<file path="src/rtl/zbuf_fetch.sv">
// Depth-buffer fetch stage: issues an Avalon-MM read of the stored depth for each
// fragment and re-joins the returned depth with the fragment, in order, for the z-test.
module zbuf_fetch #(
    parameter int                ADDR_W          = 26,
    parameter int                MAX_OUTSTANDING = 4,
    parameter logic [ADDR_W-1:0] DEPTH_OFFSET    = 26'h0800000
) (
    input  logic              clock,
    input  logic              reset,
    input  logic              frag_valid,
    output logic              frag_ready,
    input  logic [ADDR_W-1:0] frag_addr,
    input  logic [31:0]       frag_depth,
    input  logic [31:0]       frag_color,
    input  logic              done_in,
    output logic              output_valid,
    input  logic              stall_in,
    output logic [ADDR_W-1:0] addr_out,
    output logic [31:0]       old_depth_out,
    output logic [31:0]       new_depth_out,
    output logic [31:0]       color_out,
    output logic              done_out,
    output logic [ADDR_W-1:0] master_address,
    output logic              master_read,
    output logic [3:0]        master_byteenable,
    input  logic [31:0]       master_readdata,
    input  logic              master_readdatavalid,
    input  logic              master_waitrequest
);

    localparam int PW = (MAX_OUTSTANDING > 1) ? $clog2(MAX_OUTSTANDING) : 1;
    localparam int CW = PW + 1;

    typedef logic [PW-1:0] ptr_t;
    typedef logic [CW-1:0] cnt_t;

    localparam cnt_t MAX_CNT = cnt_t'(MAX_OUTSTANDING);

    logic              reset_q;
    cnt_t              occ;
    cnt_t              inflight;
    cnt_t              meta_cnt;
    cnt_t              resp_cnt;
    ptr_t              meta_wr;
    ptr_t              meta_rd;
    ptr_t              resp_wr;
    ptr_t              resp_rd;
    logic              done_latch;

    logic [ADDR_W-1:0] meta_addr_mem  [MAX_OUTSTANDING];
    logic [31:0]       meta_depth_mem [MAX_OUTSTANDING];
    logic [31:0]       meta_color_mem [MAX_OUTSTANDING];
    logic [31:0]       resp_mem       [MAX_OUTSTANDING];

    logic              accept;
    logic              issue;
    logic              rdv_ok;
    logic              transfer;
    logic              resp_nonempty;
    logic              load;
    logic              resp_push;
    logic              resp_pop;
    logic [31:0]       resp_head;

    assign master_byteenable = 4'b1111;
    assign frag_ready = ~reset_q & (occ < MAX_CNT) & ~(master_read & master_waitrequest);

    always_comb begin
        accept        = frag_valid & frag_ready;
        issue         = master_read & ~master_waitrequest;
        rdv_ok        = master_readdatavalid & (inflight != '0);
        transfer      = output_valid & ~stall_in;
        resp_nonempty = (resp_cnt != '0);
        load          = (resp_nonempty | rdv_ok) & (meta_cnt != '0) & (~output_valid | ~stall_in);
        // An empty response FIFO lets fresh read data go straight to the output register.
        resp_head     = resp_nonempty ? resp_mem[resp_rd] : master_readdata;
        resp_pop      = load & resp_nonempty;
        resp_push     = rdv_ok & ~(load & ~resp_nonempty);
    end

    always_ff @(posedge clock) begin
        if (accept) begin
            meta_addr_mem[meta_wr]  <= frag_addr;
            meta_depth_mem[meta_wr] <= frag_depth;
            meta_color_mem[meta_wr] <= frag_color;
        end
        if (resp_push) begin
            resp_mem[resp_wr] <= master_readdata;
        end
    end

    always_ff @(posedge clock) begin
        reset_q <= reset;
        if (reset) begin
            occ            <= '0;
            inflight       <= '0;
            meta_cnt       <= '0;
            resp_cnt       <= '0;
            meta_wr        <= '0;
            meta_rd        <= '0;
            resp_wr        <= '0;
            resp_rd        <= '0;
            master_read    <= 1'b0;
            master_address <= '0;
            output_valid   <= 1'b0;
            addr_out       <= '0;
            old_depth_out  <= '0;
            new_depth_out  <= '0;
            color_out      <= '0;
            done_latch     <= 1'b0;
            done_out       <= 1'b0;
        end else begin
            occ      <= occ + cnt_t'(accept) - cnt_t'(transfer);
            inflight <= inflight + cnt_t'(issue) - cnt_t'(rdv_ok);
            meta_cnt <= meta_cnt + cnt_t'(accept) - cnt_t'(load);
            resp_cnt <= resp_cnt + cnt_t'(resp_push) - cnt_t'(resp_pop);

            if (accept)    meta_wr <= meta_wr + ptr_t'(1);
            if (load)      meta_rd <= meta_rd + ptr_t'(1);
            if (resp_push) resp_wr <= resp_wr + ptr_t'(1);
            if (resp_pop)  resp_rd <= resp_rd + ptr_t'(1);

            if (accept) begin
                master_read    <= 1'b1;
                master_address <= frag_addr + DEPTH_OFFSET;
            end else if (issue) begin
                master_read    <= 1'b0;
            end

            if (load) begin
                output_valid  <= 1'b1;
                addr_out      <= meta_addr_mem[meta_rd];
                new_depth_out <= meta_depth_mem[meta_rd];
                color_out     <= meta_color_mem[meta_rd];
                old_depth_out <= resp_head;
            end else if (transfer) begin
                output_valid  <= 1'b0;
            end

            done_latch <= done_latch | done_in;
            done_out   <= done_out | (done_latch & (occ == '0) & ~output_valid & ~frag_valid);
        end
    end

endmodule

</file>
<file path="config.mk">
export PLATFORM = sky130hd
export DESIGN_NAME = zbuf_fetch
export DESIGN_NICKNAME = d
export VERILOG_FILES = /design/src/rtl/zbuf_fetch.sv
export SDC_FILE = /design/constraint.sdc
export NUM_CORES = 1
export LEC_CHECK = 0
export BUFFER_PORTS_ARGS = -buffer_cell sky130_fd_sc_hd__buf_2
export CAP_MARGIN = 15
export CORE_ASPECT_RATIO = 0.8
export CORE_UTILIZATION = 40
export DETAILED_ROUTE_END_ITERATION = 7
export HOLD_SLACK_MARGIN = 0.02
export PLACE_DENSITY_LB_ADDON = 0.12
export SYNTH_ARGS = -nofsm -noshare
export SYNTH_HDL_FRONTEND = slang
export SYNTH_SLANG_ARGS = --single-unit
</file>
<file path="constraint.sdc">
create_clock -name clock -period 4.55 [get_ports clock]
set_input_delay 0.91 -clock clock [delete_from_list [all_inputs] [get_ports clock]]
set_output_delay 0.91 -clock clock [all_outputs]
set_load 0.03 [all_outputs]
</file>
==> results.ini <==
[drt]
initialDrtViolationCount = 806
drt-total-wl_um = 54300
ant_nets = 0
drt_pass1_iterations = 5
drc = 0
detail_route.wl_per_cell_um = 21.0
vias = 13000
via_per_inst = 5.01

[clocking]
clockRootBuffer = clkbuf_16
cts_sinks = 663
cts_resized = 0
clk_pin_slew_ns = 0.05
numCtsBuffers = 68
postCtsSetupBuffers = 0
clock_latency_ns = 0.60
cts_tree = done
cts_buffer_depth = 3
htreeDepth = 3
ctsHoldBuffers = 0

[setup_path]
r2r_cells = 11
r2r_setup_slack_ns = 1.20
rr_endpoint = meta_cnt[2]$_SDFF_PP0_
path_buf_inv = 3
cp_data_required_time_ns = 4.98
critPathMaxStageDelay_ns = 0.92
crit_arrival_ns = 3.78
critPathSlowestCell = or3_2
cp_cell_sequence = or3_2, o211ai_4, inv_6, ha_1, inv_1, ha_1, inv_1, fa_1, xor2_1, xnor2_1, nor2_1
critPathTopFamily = simple AND/OR/NAND/NOR gates
cp_max_fo = 42
critPathLaunchType = flip-flop
r2r_start = resp_cnt[1]$_SDFF_PP0_
path_class = reg -> reg
endpoint_kind = flip-flop

[placed_design]
gp_congestion = 0.730
dp.cells = 2457
dpl_worst_slack_ns = 1.00
port_buffers = 280
place_area_mm2 = 0.0267
place_hpwl_um = 31100

[timing]
period_minus_slack_ns = 3.35
skew_ns = 0.0182
post-route-period-util_pct = 73.6
rsz0062_at_grt = no
worst_slew_pin_slew_ns = 0.996
worst_slack_ns = 1.20
fmaxAchievable_mhz = 299
slew_viol_final = 0
slew_headroom_pct = 33.6
final_hold_viol_count = 0
finalSetupViolCount = 0
finalSetupTns_ns = 0

[power]
power_frac_clock_pct = 30.5
power.total_mw = 17.6
power.density_mw_per_mm2 = 611
seqPwrFrac_pct = 43.6
p_int_mw = 12.0
switchingPower_mw = 5.65
switching_share_pct = 32.1
ir_drop_mv = 0.437
leakagePower_nw = 10.0
p_comb_share_pct = 25.9

[layout]
nFillCells = 5204
area_growth_pct = 18.0
regArea_mm2 = 0.0182
num-nets-final = 1898
fin_cells = 2586
multi_input_area_mm2 = 0.00580
layout-drive-gt1-share_pct = 31.2
layout_commonest_cell = edfxtp_1
layout_common_cells = 488 x edfxtp_1, 296 x nand2_1, 279 x buf_2, 171 x dfxtp_1, 122 x mux4_2
finish.instance_area_mm2 = 0.0288

[global_routing]
grt_pass1_wl_um = 81700
antenna_found_initial = 13
grt.total_usage_pct = 17.6
grt_remaining_overflow = 0
grt_pass1_vias = 13100
grt_start_max_net_pins = 88

[logic_synthesis]
synth_largest_area_cell = edfxtp_1
synth_cell_types = 35
synth-seq-cells = 663
yosys_warnings = 0
yosysTopAreaCellShare_pct = 60.0
avgSynthCellArea_um2 = 16.7
synth_area_leaders = edfxtp_1 60%, dfxtp_1 14%, mux4_2 11%, nand2_1 4.5%, a21oi_1 2.4%
syn_area_mm2 = 0.0244
ys_seq_area_share_pct = 74.3
synthCells = 1459

[run_status]
outcome = complete, no violations

[die]
core.rowCount = 80
fp.coreArea_mm2 = 0.0600
dieArea_mm2 = 0.0621
die_h_um = 223
ios = 285
initial_core_util_pct = 40.7
dieWidth_um = 278

[worst_hold_path]
hold-path-endpoint = addr_out[11]$_SDFFE_PP0N_
min-delay-start = addr_out[11]$_SDFFE_PP0N_
hold-path-cell-count = 2
hold_class = reg -> reg

[flow_run]
max_cap_viol_count = 0

[area by class of cell]
type	instances	area share, %
flip-flops and latches	663	63.0
inverters	17	0.239
well taps	779	3.38
clock inverters	30	0.999
clock buffers	94	6.39
repair buffers	306	5.78
diodes	5	0.0434
multi-input cells	692	20.1
[state kept, by name, summed over array words and instances, names as in the netlist, 3 cells and up, named ones only]
name,cells
old_depth_out,32
resp_cnt,3
meta_depth_mem,128
meta_addr_mem,104
addr_out,26
resp_mem,128
occ,3
color_out,32
inflight,3
meta_color_mem,128
master_address,26
meta_cnt,3
new_depth_out,32
[stage by stage]
stage,util (%),hold slack [ns]
after floorplan,-,0.427
after global placement,44.5,0.438
after detailed placement,44.5,0.444
after CTS,48.0,0.451
after global routing,48.0,0.463
final,48.1,0.448
[synth_stat cells]
library cell	instances
edfxtp_1	488
nand2_1	296
dfxtp_1	175
mux4_2	122
a21oi_1	119
nor2_1	51
clkbuf_1	45
a311oi_2	29
buf_2	25
ha_1	17
inv_1	15
buf_4	14
xnor2_1	8
nor2b_1	7
xor2_1	6
and2_1	5
and3_1	5
buf_6	4
fa_1	4
a311oi_1	3
or3_1	3
a211oi_1	2
buf_1	2
inv_2	2
o21ai_0	2
a211oi_2	1
a31oi_1	1
conb_1	1
mux2i_1	1
nand2b_1	1
nand4_1	1
nor3_1	1
nor4b_1	1
o211ai_2	1
o31ai_1	1
[cell families (layout without fill, tap and decap cells)]
family | count (synthesis) | count (layout) | synth area share (%)
compound gates | 159 | 159 | 4.59
xor+xnor | 14 | 14 | 0.502
fa+ha+maj | 21 | 21 | 1.20
buf+inv | 107 | 447 | 2.11
flops | 663 | 663 | 74.3
mux | 123 | 123 | 11.3
other cells | 1 | 9 | 0.0154
simple gates | 371 | 371 | 5.95
[power groups by stage]
stage | clock network (mW) | registers (mW) | logic [mW]
2_1_floorplan | 0 | 8.40 | 2.72
3_3_place_gp | 0 | 7.81 | 4.62
3_5_place_dp | 0 | 7.83 | 4.66
4_1_cts | 5.54 | 7.71 | 4.67
5_1_grt | 5.76 | 7.78 | 5.00
6_report | 5.38 | 7.68 | 4.56
[layer usage]
metal  share of wire (%)  vias to the layer above  routed length [um]  track usage [%]
li1                    -                     6053                   -                -
met1                  45                     6559               24400             23.9
met2                  47                      252               25400             27.9
met3                 6.3                       81                3430             4.94
met4                 1.8                       12                1000             5.06
met5                0.15                        -                  79                0
[worst reg2reg max path, stage by stage (launching register included)]
cell      delay [ns]
dfxtp_1         0.36
or3_2           0.92
o211ai_4        0.40
inv_6           0.19
ha_1            0.34
inv_1           0.05
ha_1            0.13
inv_1           0.05
fa_1            0.39
xor2_1          0.18
xnor2_1         0.14
nor2_1          0.06
[worst max path at each step]
stage,end,startpoint,cells after the start,slack (ns)
after floorplan,meta_addr_mem[0][0]$_DFFE_PP_,master_waitrequest,2,0.32
after global routing,meta_cnt[2]$_SDFF_PP0_,resp_cnt[1]$_SDFF_PP0_,11,1.04
after detailed placement,occ[2]$_SDFF_PP0_,master_waitrequest,12,1.00
after CTS,meta_cnt[2]$_SDFF_PP0_,resp_cnt[1]$_SDFF_PP0_,11,1.15
final,meta_cnt[2]$_SDFF_PP0_,resp_cnt[1]$_SDFF_PP0_,11,1.20
after global placement,occ[2]$_SDFF_PP0_,master_waitrequest,12,1.11
Power figures use the tool's default switching activity.
